<file path="src/rtl/poly_nco_pkg.sv">
// rtl/poly_nco_pkg.sv - shared types and constants for the polyphonic NCO
package poly_nco_pkg;

    localparam int OUT_W = 16;

    typedef enum logic [1:0] {SAW, SQUARE, TRI, PULSE} shape_e;
    typedef enum logic [1:0] {CFG_FREQ, CFG_GAIN, CFG_SHAPE, CFG_PW} cfg_sel_e;
    typedef enum logic [1:0] {IDLE, RUN, DRAIN} state_e;

    localparam logic signed [OUT_W-1:0] SAT_MAX = 16'sh7FFF;
    localparam logic signed [OUT_W-1:0] SAT_MIN = 16'sh8000;

endpackage

</file>
<file path="src/rtl/poly_nco_if.sv">
// rtl/poly_nco_if.sv - tick/config inputs and voice/mix outputs of poly_nco
// Ports: sample_tick, cfg_we/cfg_voice/cfg_sel/cfg_data (towards the NCO);
//        voice_out/voice_idx/voice_valid, mix_out/mix_valid, overrun (from the NCO).
interface poly_nco_if #(
    parameter int NUM_VOICES = 8,
    parameter int PHASE_W    = 24
);
    localparam int VW = $clog2(NUM_VOICES);

    logic                sample_tick;
    logic                cfg_we;
    logic [VW-1:0]       cfg_voice;
    logic [1:0]          cfg_sel;
    logic [PHASE_W-1:0]  cfg_data;
    logic signed [15:0]  voice_out;
    logic [VW-1:0]       voice_idx;
    logic                voice_valid;
    logic signed [15:0]  mix_out;
    logic                mix_valid;
    logic                overrun;

    modport master (
        output sample_tick, cfg_we, cfg_voice, cfg_sel, cfg_data,
        input  voice_out, voice_idx, voice_valid, mix_out, mix_valid, overrun
    );

    modport slave (
        input  sample_tick, cfg_we, cfg_voice, cfg_sel, cfg_data,
        output voice_out, voice_idx, voice_valid, mix_out, mix_valid, overrun
    );
endinterface

</file>
<file path="src/rtl/nco_shaper.sv">
// rtl/nco_shaper.sv - combinational waveform shaper: (p16, shape, pw) -> signed wave
// Ports: p16 top 16 phase bits, shape waveform select, pw pulse width, wave signed output.
module nco_shaper
    import poly_nco_pkg::*;
(
    input  logic [OUT_W-1:0]        p16,
    input  shape_e                  shape,
    input  logic [OUT_W-1:0]        pw,
    output logic signed [OUT_W-1:0] wave
);
    logic [OUT_W-1:0] ramp;
    logic [OUT_W-1:0] tri_w;
    logic [OUT_W-1:0] pw_eff;

    always_comb begin
        // 2*p16 - 0x8000 in 16-bit arithmetic is a left shift with the MSB flipped.
        ramp  = {p16[OUT_W-2:0], 1'b0} ^ 16'h8000;
        // Second half of the period mirrors the first by bitwise inversion, which
        // keeps the fold continuous at the peak (0x7FFF) and the trough.
        tri_w = p16[OUT_W-1] ? ~ramp : ramp;
        if (tri_w == 16'h8000) begin
            tri_w = 16'h8001;
        end
        pw_eff = (shape == SQUARE) ? 16'h8000 : pw;

        wave = '0;
        case (shape)
            SAW:           wave = $signed(p16 ^ 16'h8000);
            SQUARE, PULSE: wave = (p16 < pw_eff) ? 16'sh7FFF : -16'sh7FFF;
            TRI:           wave = $signed(tri_w);
            default:       wave = '0;
        endcase
    end
endmodule

</file>
<file path="src/rtl/poly_nco.sv">
// rtl/poly_nco.sv - time-multiplexed polyphonic NCO with gain scaling and saturated mix
// Ports: Clk, Reset (sync, active-high), bus (poly_nco_if.slave: tick, config, voice and mix streams).
// Optional feature: POLY_NCO_RETRIG_EN - freq write with cfg_data MSB clear zeroes that voice's phase.
module poly_nco
    import poly_nco_pkg::*;
#(
    parameter int NUM_VOICES = 8,
    parameter int PHASE_W    = 24
) (
    input logic       Clk,
    input logic       Reset,
    poly_nco_if.slave bus
);
    localparam int VW    = $clog2(NUM_VOICES);
    localparam int ACC_W = OUT_W + VW;

    // ---------------- frame sequencer ----------------
    state_e        state, state_nxt;
    logic [VW-1:0] cnt;
    logic          frame_start, tick_lost, s0_en, s0_last;

    always_ff @(posedge Clk) begin
        if (Reset) state <= IDLE;
        else       state <= state_nxt;
    end

    always_comb begin
        state_nxt = state;
        case (state)
            IDLE:    if (bus.sample_tick)             state_nxt = RUN;
            RUN:     if (cnt == VW'(NUM_VOICES - 1))  state_nxt = DRAIN;
            DRAIN:   if (cnt == VW'(1))               state_nxt = IDLE;
            default:                                  state_nxt = IDLE;
        endcase
    end

    always_comb begin
        frame_start = (state == IDLE) && bus.sample_tick;
        tick_lost   = (state != IDLE) && bus.sample_tick;
        s0_en       = (state == RUN);
        s0_last     = (state == RUN) && (cnt == VW'(NUM_VOICES - 1));
    end

    // cnt is the voice index in RUN and the drain cycle count in DRAIN.
    always_ff @(posedge Clk) begin
        if (Reset || (state != state_nxt)) cnt <= '0;
        else if (state != IDLE)            cnt <= cnt + VW'(1);
    end

    // ---------------- per-voice configuration ----------------
    logic [PHASE_W-1:0] freq_q  [NUM_VOICES];
    logic [OUT_W-1:0]   gain_q  [NUM_VOICES];
    shape_e             shape_q [NUM_VOICES];
    logic [OUT_W-1:0]   pw_q    [NUM_VOICES];
    logic [PHASE_W-1:0] phase_q [NUM_VOICES];

    logic [PHASE_W-1:0] cfg_freq;
    logic               cfg_retrig;

`ifdef POLY_NCO_RETRIG_EN
    assign cfg_freq   = {1'b0, bus.cfg_data[PHASE_W-2:0]};
    assign cfg_retrig = bus.cfg_we && (bus.cfg_sel == CFG_FREQ) && !bus.cfg_data[PHASE_W-1];
`else
    assign cfg_freq   = bus.cfg_data;
    assign cfg_retrig = 1'b0;
`endif

    always_ff @(posedge Clk) begin
        if (Reset) begin
            for (int i = 0; i < NUM_VOICES; i++) begin
                freq_q[i]  <= '0;
                gain_q[i]  <= '0;
                shape_q[i] <= SAW;
                pw_q[i]    <= '0;
            end
        end else if (bus.cfg_we) begin
            case (bus.cfg_sel)
                CFG_FREQ:  freq_q[bus.cfg_voice]  <= cfg_freq;
                CFG_GAIN:  gain_q[bus.cfg_voice]  <= bus.cfg_data[OUT_W-1:0];
                CFG_SHAPE: shape_q[bus.cfg_voice] <= shape_e'(bus.cfg_data[1:0]);
                CFG_PW:    pw_q[bus.cfg_voice]    <= bus.cfg_data[OUT_W-1:0];
                default:   ;
            endcase
        end
    end

    // ---------------- S0: read voice state ----------------
    logic               s1_valid, s1_last, s1_zero;
    logic [VW-1:0]      s1_idx;
    logic [PHASE_W-1:0] s1_phase, s1_freq;
    shape_e             s1_shape;
    logic [OUT_W-1:0]   s1_pw, s1_gain;

    always_ff @(posedge Clk) begin
        if (Reset) begin
            s1_valid <= 1'b0;
            s1_last  <= 1'b0;
            s1_zero  <= 1'b0;
            s1_idx   <= '0;
            s1_phase <= '0;
            s1_freq  <= '0;
            s1_shape <= SAW;
            s1_pw    <= '0;
            s1_gain  <= '0;
        end else begin
            s1_valid <= s0_en;
            s1_last  <= s0_last;
            // A retrigger landing on the voice being read must not be undone by
            // the write-back of the old phase one cycle later.
            s1_zero  <= s0_en && cfg_retrig && (bus.cfg_voice == cnt);
            s1_idx   <= cnt;
            s1_phase <= phase_q[cnt];
            s1_freq  <= freq_q[cnt];
            s1_shape <= shape_q[cnt];
            s1_pw    <= pw_q[cnt];
            s1_gain  <= gain_q[cnt];
        end
    end

    // ---------------- S1: shape and phase write-back ----------------
    logic signed [OUT_W-1:0] s1_wave;

    nco_shaper u_shaper (
        .p16   (s1_phase[PHASE_W-1 -: OUT_W]),
        .shape (s1_shape),
        .pw    (s1_pw),
        .wave  (s1_wave)
    );

    // Config-side zeroing is written last so it wins over a same-cycle write-back.
    always_ff @(posedge Clk) begin
        if (Reset) begin
            for (int i = 0; i < NUM_VOICES; i++) phase_q[i] <= '0;
        end else begin
            if (s1_valid) phase_q[s1_idx] <= s1_zero ? '0 : s1_phase + s1_freq;
            if (cfg_retrig) phase_q[bus.cfg_voice] <= '0;
        end
    end

    logic                    s2_valid, s2_last;
    logic [VW-1:0]           s2_idx;
    logic signed [OUT_W-1:0] s2_wave;
    logic [OUT_W-1:0]        s2_gain;

    always_ff @(posedge Clk) begin
        if (Reset) begin
            s2_valid <= 1'b0;
            s2_last  <= 1'b0;
            s2_idx   <= '0;
            s2_wave  <= '0;
            s2_gain  <= '0;
        end else begin
            s2_valid <= s1_valid;
            s2_last  <= s1_last;
            s2_idx   <= s1_idx;
            s2_wave  <= s1_wave;
            s2_gain  <= s1_gain;
        end
    end

    // ---------------- S2: gain multiply and mix ----------------
    logic signed [2*OUT_W:0]  prod;
    logic signed [OUT_W-1:0]  scaled;
    logic [ACC_W-1:0]         acc;
    logic signed [OUT_W-1:0]  acc_sat;
    logic                     mix_last;

    // Gain is unsigned, so it gets a zero sign bit before the signed multiply.
    assign prod   = s2_wave * $signed({1'b0, s2_gain});
    assign scaled = OUT_W'(prod >>> OUT_W);

    always_comb begin
        if ((&acc[ACC_W-1:OUT_W-1]) || !(|acc[ACC_W-1:OUT_W-1])) acc_sat = $signed(acc[OUT_W-1:0]);
        else if (acc[ACC_W-1])                                   acc_sat = SAT_MIN;
        else                                                     acc_sat = SAT_MAX;
    end

    logic signed [OUT_W-1:0] voice_out_q, mix_out_q;
    logic [VW-1:0]           voice_idx_q;
    logic                    voice_valid_q, mix_valid_q, overrun_q;

    always_ff @(posedge Clk) begin
        if (Reset) begin
            voice_out_q   <= '0;
            voice_idx_q   <= '0;
            voice_valid_q <= 1'b0;
            acc           <= '0;
            mix_last      <= 1'b0;
            mix_out_q     <= '0;
            mix_valid_q   <= 1'b0;
            overrun_q     <= 1'b0;
        end else begin
            voice_valid_q <= s2_valid;
            if (s2_valid) begin
                voice_out_q <= scaled;
                voice_idx_q <= s2_idx;
            end
            if (frame_start)   acc <= '0;
            else if (s2_valid) acc <= acc + {{VW{scaled[OUT_W-1]}}, scaled};
            mix_last    <= s2_valid && s2_last;
            mix_valid_q <= mix_last;
            if (mix_last) mix_out_q <= acc_sat;
            if (tick_lost) overrun_q <= 1'b1;
        end
    end

    assign bus.voice_out   = voice_out_q;
    assign bus.voice_idx   = voice_idx_q;
    assign bus.voice_valid = voice_valid_q;
    assign bus.mix_out     = mix_out_q;
    assign bus.mix_valid   = mix_valid_q;
    assign bus.overrun     = overrun_q;

endmodule

</file>
<file path="src/flat_wrapper.sv">
// flat-port wrapper written by rule: the top's interface ports become plain ports
module poly_nco_flat import poly_nco_pkg::*;
#(
    parameter int NUM_VOICES = 8,
    parameter int PHASE_W    = 24
)
  (Clk, Reset, bus_sample_tick, bus_cfg_we, bus_cfg_voice, bus_cfg_sel, bus_cfg_data, bus_voice_out, bus_voice_idx, bus_voice_valid, bus_mix_out, bus_mix_valid, bus_overrun);
  poly_nco_if #(.NUM_VOICES(NUM_VOICES), .PHASE_W(PHASE_W)) bus_i ();
  input logic Clk;
  input logic Reset;
  input wire logic [$bits(bus_i.sample_tick)-1:0] bus_sample_tick;
  input wire logic [$bits(bus_i.cfg_we)-1:0] bus_cfg_we;
  input wire logic [$bits(bus_i.cfg_voice)-1:0] bus_cfg_voice;
  input wire logic [$bits(bus_i.cfg_sel)-1:0] bus_cfg_sel;
  input wire logic [$bits(bus_i.cfg_data)-1:0] bus_cfg_data;
  output wire logic [$bits(bus_i.voice_out)-1:0] bus_voice_out;
  output wire logic [$bits(bus_i.voice_idx)-1:0] bus_voice_idx;
  output wire logic [$bits(bus_i.voice_valid)-1:0] bus_voice_valid;
  output wire logic [$bits(bus_i.mix_out)-1:0] bus_mix_out;
  output wire logic [$bits(bus_i.mix_valid)-1:0] bus_mix_valid;
  output wire logic [$bits(bus_i.overrun)-1:0] bus_overrun;
  assign bus_i.sample_tick = bus_sample_tick;
  assign bus_i.cfg_we = bus_cfg_we;
  assign bus_i.cfg_voice = bus_cfg_voice;
  assign bus_i.cfg_sel = bus_cfg_sel;
  assign bus_i.cfg_data = bus_cfg_data;
  assign bus_voice_out = bus_i.voice_out;
  assign bus_voice_idx = bus_i.voice_idx;
  assign bus_voice_valid = bus_i.voice_valid;
  assign bus_mix_out = bus_i.mix_out;
  assign bus_mix_valid = bus_i.mix_valid;
  assign bus_overrun = bus_i.overrun;
  poly_nco #(.NUM_VOICES(NUM_VOICES), .PHASE_W(PHASE_W)) u_core (.Clk(Clk), .Reset(Reset), .bus(bus_i));
endmodule
</file>
<file path="config.mk">
export PLATFORM = sky130hd
export DESIGN_NAME = poly_nco_flat
export DESIGN_NICKNAME = d
export VERILOG_FILES = /design/src/rtl/poly_nco_pkg.sv /design/src/rtl/poly_nco_if.sv /design/src/rtl/nco_shaper.sv /design/src/rtl/poly_nco.sv /design/src/flat_wrapper.sv
export SDC_FILE = /design/constraint.sdc
export NUM_CORES = 2
export LEC_CHECK = 0
export ABC_AREA = 0
export CAP_MARGIN = 20
export CORE_MARGIN = 4
export CORE_UTILIZATION = 57
export DETAILED_ROUTE_END_ITERATION = 8
export PLACE_DENSITY = 0.79
export SETUP_SLACK_MARGIN = 0.5
export SLEW_MARGIN = 20
export SYNTH_ARGS = -nofsm -noshare
export SYNTH_HDL_FRONTEND = slang
export SYNTH_SLANG_ARGS = --single-unit
</file>
<file path="constraint.sdc">
create_clock -name Clk -period 7 [get_ports Clk]
set_clock_uncertainty 0.1 [all_clocks]
set_input_delay 1.4 -clock Clk [delete_from_list [all_inputs] [get_ports Clk]]
set_output_delay 1.4 -clock Clk [all_outputs]
set_load 0.01 [all_outputs]
</file>
==> reports/summary.txt <==
Outcome -> complete, but fails checks
Failing checks -> setup timing
Least-Margin Pin Slew -> 1104 ps
Tmin final -> 7569 ps
Share of cells above drive strength 1 -> 0.1830
Flop pwr share -> 0.447
Grt total ovfl -> 0
Final period util -> 1.081
Peak Freq -> 132.1 MHz
Clock sinks -> 843
Syn. warnings -> 0
Gpl congestion -> 0.8783
Commonest non-fill, non-tap cells in the layout -> 656 x edfxtp_1, 576 x and2_1, 402 x nor2_1, 236 x inv_1, 212 x buf_4
Peak supply drop -> 223.4 uV
Setup violations, final -> 13
ANT cells -> 0
DR vias -> 28,520
Initial core utilization -> 0.5740
Hold Vio Cnt, Final -> 0
CTS buffer count -> 87
Drt via density -> 5.812
Area of the multi-input gates -> 20,600 um2
First-pass GRT wire length -> 168.7 mm
Hold WC Path Type -> flop to flop
Core area -> 78,740 um2
R2R Path Start -> u_core.s2_gain[5]$_SDFF_PP0_
P&R area growth vs syn -> 14.73%
Max-Cap Viols -> 0
R2R cell count -> 29
Critical path's largest stage delay -> 540 ps
Number of flops mapped to enable cells by yosys -> 656
Fill cells -> 5,438
Post-CTS Hold Buffers -> 0
R2r setup slk -> -570 ps
Final Max Slew Viols -> 0
Total I/O pin count -> 71
Vias in the first global route -> 29,420
Syn_area_per_cell -> 12.55 um2
Clk buf depth -> 3
CP Buf/Inv Count -> 3
Routed wire length per instance -> 22.21 um
Skew-Pair Late Insertion Delay -> 660 ps
Placed cells -> 4,711
DRT iter0 DRCs -> 2,559
Seq cells post-synth -> 843
Cells after synthesis -> 3,602
Hold wc startpoint -> u_core.s1_gain[3]$_SDFF_PP0_
Overall Global Routing Usage -> 0.2625
Port bufs -> 70
Clk pwr share -> 0.368
Static Leakage -> 20.23 nW
DPL Wire Length -> 69.92 mm
Worst Path Required -> 7420 ps
Clock transition at path regs -> 60 ps
Mapped Nets -> 4,004
Asr flop ratio synth -> 0
Final Routed Wirelength -> 109.0 mm
Die area -> 83,870 um2
Slowest CP cell -> fa_1
FF-to-FF End -> u_core.acc[18]$_SDFFE_PP0P_
Sw power -> 3.457 mW
Hold Crit Endpoint -> u_core.s2_gain[3]$_SDFF_PP0_
Ys flop type -> edfxtp_1
Count of non-filler cells in the finished layout -> 4,907
Worst setup path class -> flop to flop
Net Sw Frac -> 0.2675
Largest net degree at the start of global routing -> 97
Setup TNS -> -4621 ps
Area of the mapped netlist -> 45,200 um2
Die Y -> 289.6 um
Final ANT Viol Nets -> 0
RSZ-0062 raised after global routing -> true
Sequential area share after synthesis -> 0.5186
Die W -> 289.6 um
Initial antenna violation count -> 0
CP most frequent cell -> fa_1
Root Buffer -> clkbuf_16
Slew HR -> 0.2620
Hold Crit Depth -> 1
Sequential cell area -> 23,510 um2
CP max FO -> 8
CP arrival -> 7990 ps
P per Cell Area -> 249.2 nW/um2
DRC Markers -> 0
DRT Pass-1 Iters -> 5
Crit start category -> flop
Crit end category -> flop
H-tree Lvls -> 3
Hold_ws -> 340.5 ps
Synth cell types -> 73
TritonCTS clock tree -> yes
Critical path's top delay family -> adder cells
Post-route setup slack -> -569.0 ps
Row cnt -> 103
Most common cell after layout, fill and taps aside -> edfxtp_1
Nets -> 4,184
Int Power -> 9.467 mW
Gate power share -> 0.185
## repair_timing
item,4_1_cts,5_1_grt
pin swaps,40,42
endpoints found under the hold margin,0,0
endpoints found under the setup margin,16,20
buffers inserted,23,8
resized for setup,88,42
## worst max path at each step
stage                                            start                           to  slack, ps  depth (start not counted)
after floorplan           u_core.s2_gain[5]$_SDFF_PP0_  u_core.acc[18]$_SDFFE_PP0P_       -300                         33
after global placement    u_core.s2_wave[3]$_SDFF_PP0_  u_core.acc[18]$_SDFFE_PP0P_       -690                         30
after detailed placement  u_core.s2_wave[3]$_SDFF_PP0_  u_core.acc[18]$_SDFFE_PP0P_       -980                         30
after CTS                 u_core.s2_gain[8]$_SDFF_PP0_  u_core.acc[18]$_SDFFE_PP0P_       -480                         31
after global routing      u_core.s2_wave[4]$_SDFF_PP0_  u_core.acc[18]$_SDFFE_PP0P_       -840                         29
final                     u_core.s2_gain[5]$_SDFF_PP0_  u_core.acc[18]$_SDFFE_PP0P_       -570                         29
## Yosys cell counts, types with 12 or more instances
| master | number | area [um2] |
|---|---|---|
| a21oi_1 | 77 | 385.4 |
| nand2_1 | 177 | 664.4 |
| nor3_1 | 30 | 150.1 |
| inv_1 | 245 | 919.6 |
| xnor2_1 | 33 | 289.0 |
| xor2_1 | 35 | 306.5 |
| ha_1 | 174 | 2177 |
| edfxtp_1 | 656 | 19700 |
| dfxtp_1 | 187 | 3744 |
| a211oi_1 | 12 | 90.09 |
| or2_2 | 36 | 225.2 |
| nand3_1 | 13 | 65.06 |
| buf_1 | 33 | 123.9 |
| nor2b_1 | 35 | 219.0 |
| fa_1 | 195 | 3904 |
| clkbuf_1 | 178 | 668.1 |
| o21ai_1 | 17 | 85.08 |
| o21ai_0 | 15 | 75.07 |
| nor2_1 | 405 | 1520 |
| and2_1 | 583 | 3647 |
| mux2i_1 | 108 | 1081 |
| a21o_1 | 24 | 180.2 |
| mux4_2 | 164 | 3694 |
| nand2b_1 | 23 | 143.9 |
## power groups by stage
stage	registers, mW	clock network (mW)	logic [mW]
finish	5.78	4.75	2.39
CTS	5.78	4.80	2.30
floorplan	5.81	0	1.33
detailed placement	5.88	0	2.12
global placement	5.86	0	2.06
global route	5.80	5.03	2.60
## worst reg2reg max path: cells and delay by family (launching register included)
kind                       cells  cell delay [ps]
AOI/OAI and AO/OA             14             2500
and+or+nand+nor                2              320
adders and majority gates      8             3610
DFF                            1              380
xor gates and xnor gates       2              330
buffers and inverters          3              240
## routing by layer
layer | GRT usage | routed length [um]
met4 | 0.09188 | 3986
met2 | 0.4495 | 55420
met3 | 0.04196 | 7288
met5 | 0 | 0
met1 | 0.3441 | 42260
## final cells by class
class	count	area share
clock inverter	50	0.01180
sequential	843	0.4532
tap	1050	0.02533
inverter	246	0.01781
clock buffer	114	0.04572
timing repair buffer	304	0.04895
multi-input combinational	2300	0.3972
## per-stage QoR
step | power [mW] | worst slack [ps] | utilization | area [um2]
floorplan | 7.140 | -298.1 | - | 45440
global placement | 7.924 | -687.8 | 0.6104 | 48070
detailed placement | 7.995 | -976.4 | 0.6104 | 48070
CTS | 12.88 | -480.4 | 0.6553 | 51600
global route | 13.43 | -840.6 | 0.6586 | 51860
finish | 12.92 | -569.0 | 0.6586 | 51860
## kinds of logic (layout without fill, tap and decap cells)
| kind of cell | Yosys count | after routing | synth area share |
|---|---|---|---|
| adder cells (fa/ha/maj) | 369 | 369 | 0.1345 |
| multiplexers | 273 | 273 | 0.1059 |
| buffers and inverters | 459 | 714 | 0.03817 |
| flip-flops | 843 | 843 | 0.5186 |
| XOR/XNOR | 68 | 68 | 0.01318 |
| AND/OR/NAND/NOR | 1361 | 1361 | 0.1563 |
| AO/OA/AOI/OAI | 229 | 229 | 0.03330 |
## registers in the layout, summed over array words and instances (netlist names), 2 cells and up
name / count
u_core.s1_freq: 24
u_core.bus.voice_idx: 3
u_core.s1_phase: 24
u_core.pw_q: 128
u_core.state: 2
u_core.bus.mix_out: 16
u_core.s2_idx: 3
u_core.acc: 19
u_core.cnt: 3
u_core.s1_pw: 16
u_core.bus.voice_out: 16
u_core.gain_q: 128
u_core.s1_idx: 3
u_core.s1_shape: 2
u_core.s2_gain: 16
u_core.s1_gain: 16
u_core.shape_q: 16
u_core.phase_q: 192
u_core.freq_q: 192
u_core.s2_wave: 16
No activity file was read; power rests on OpenSTA's default activity.
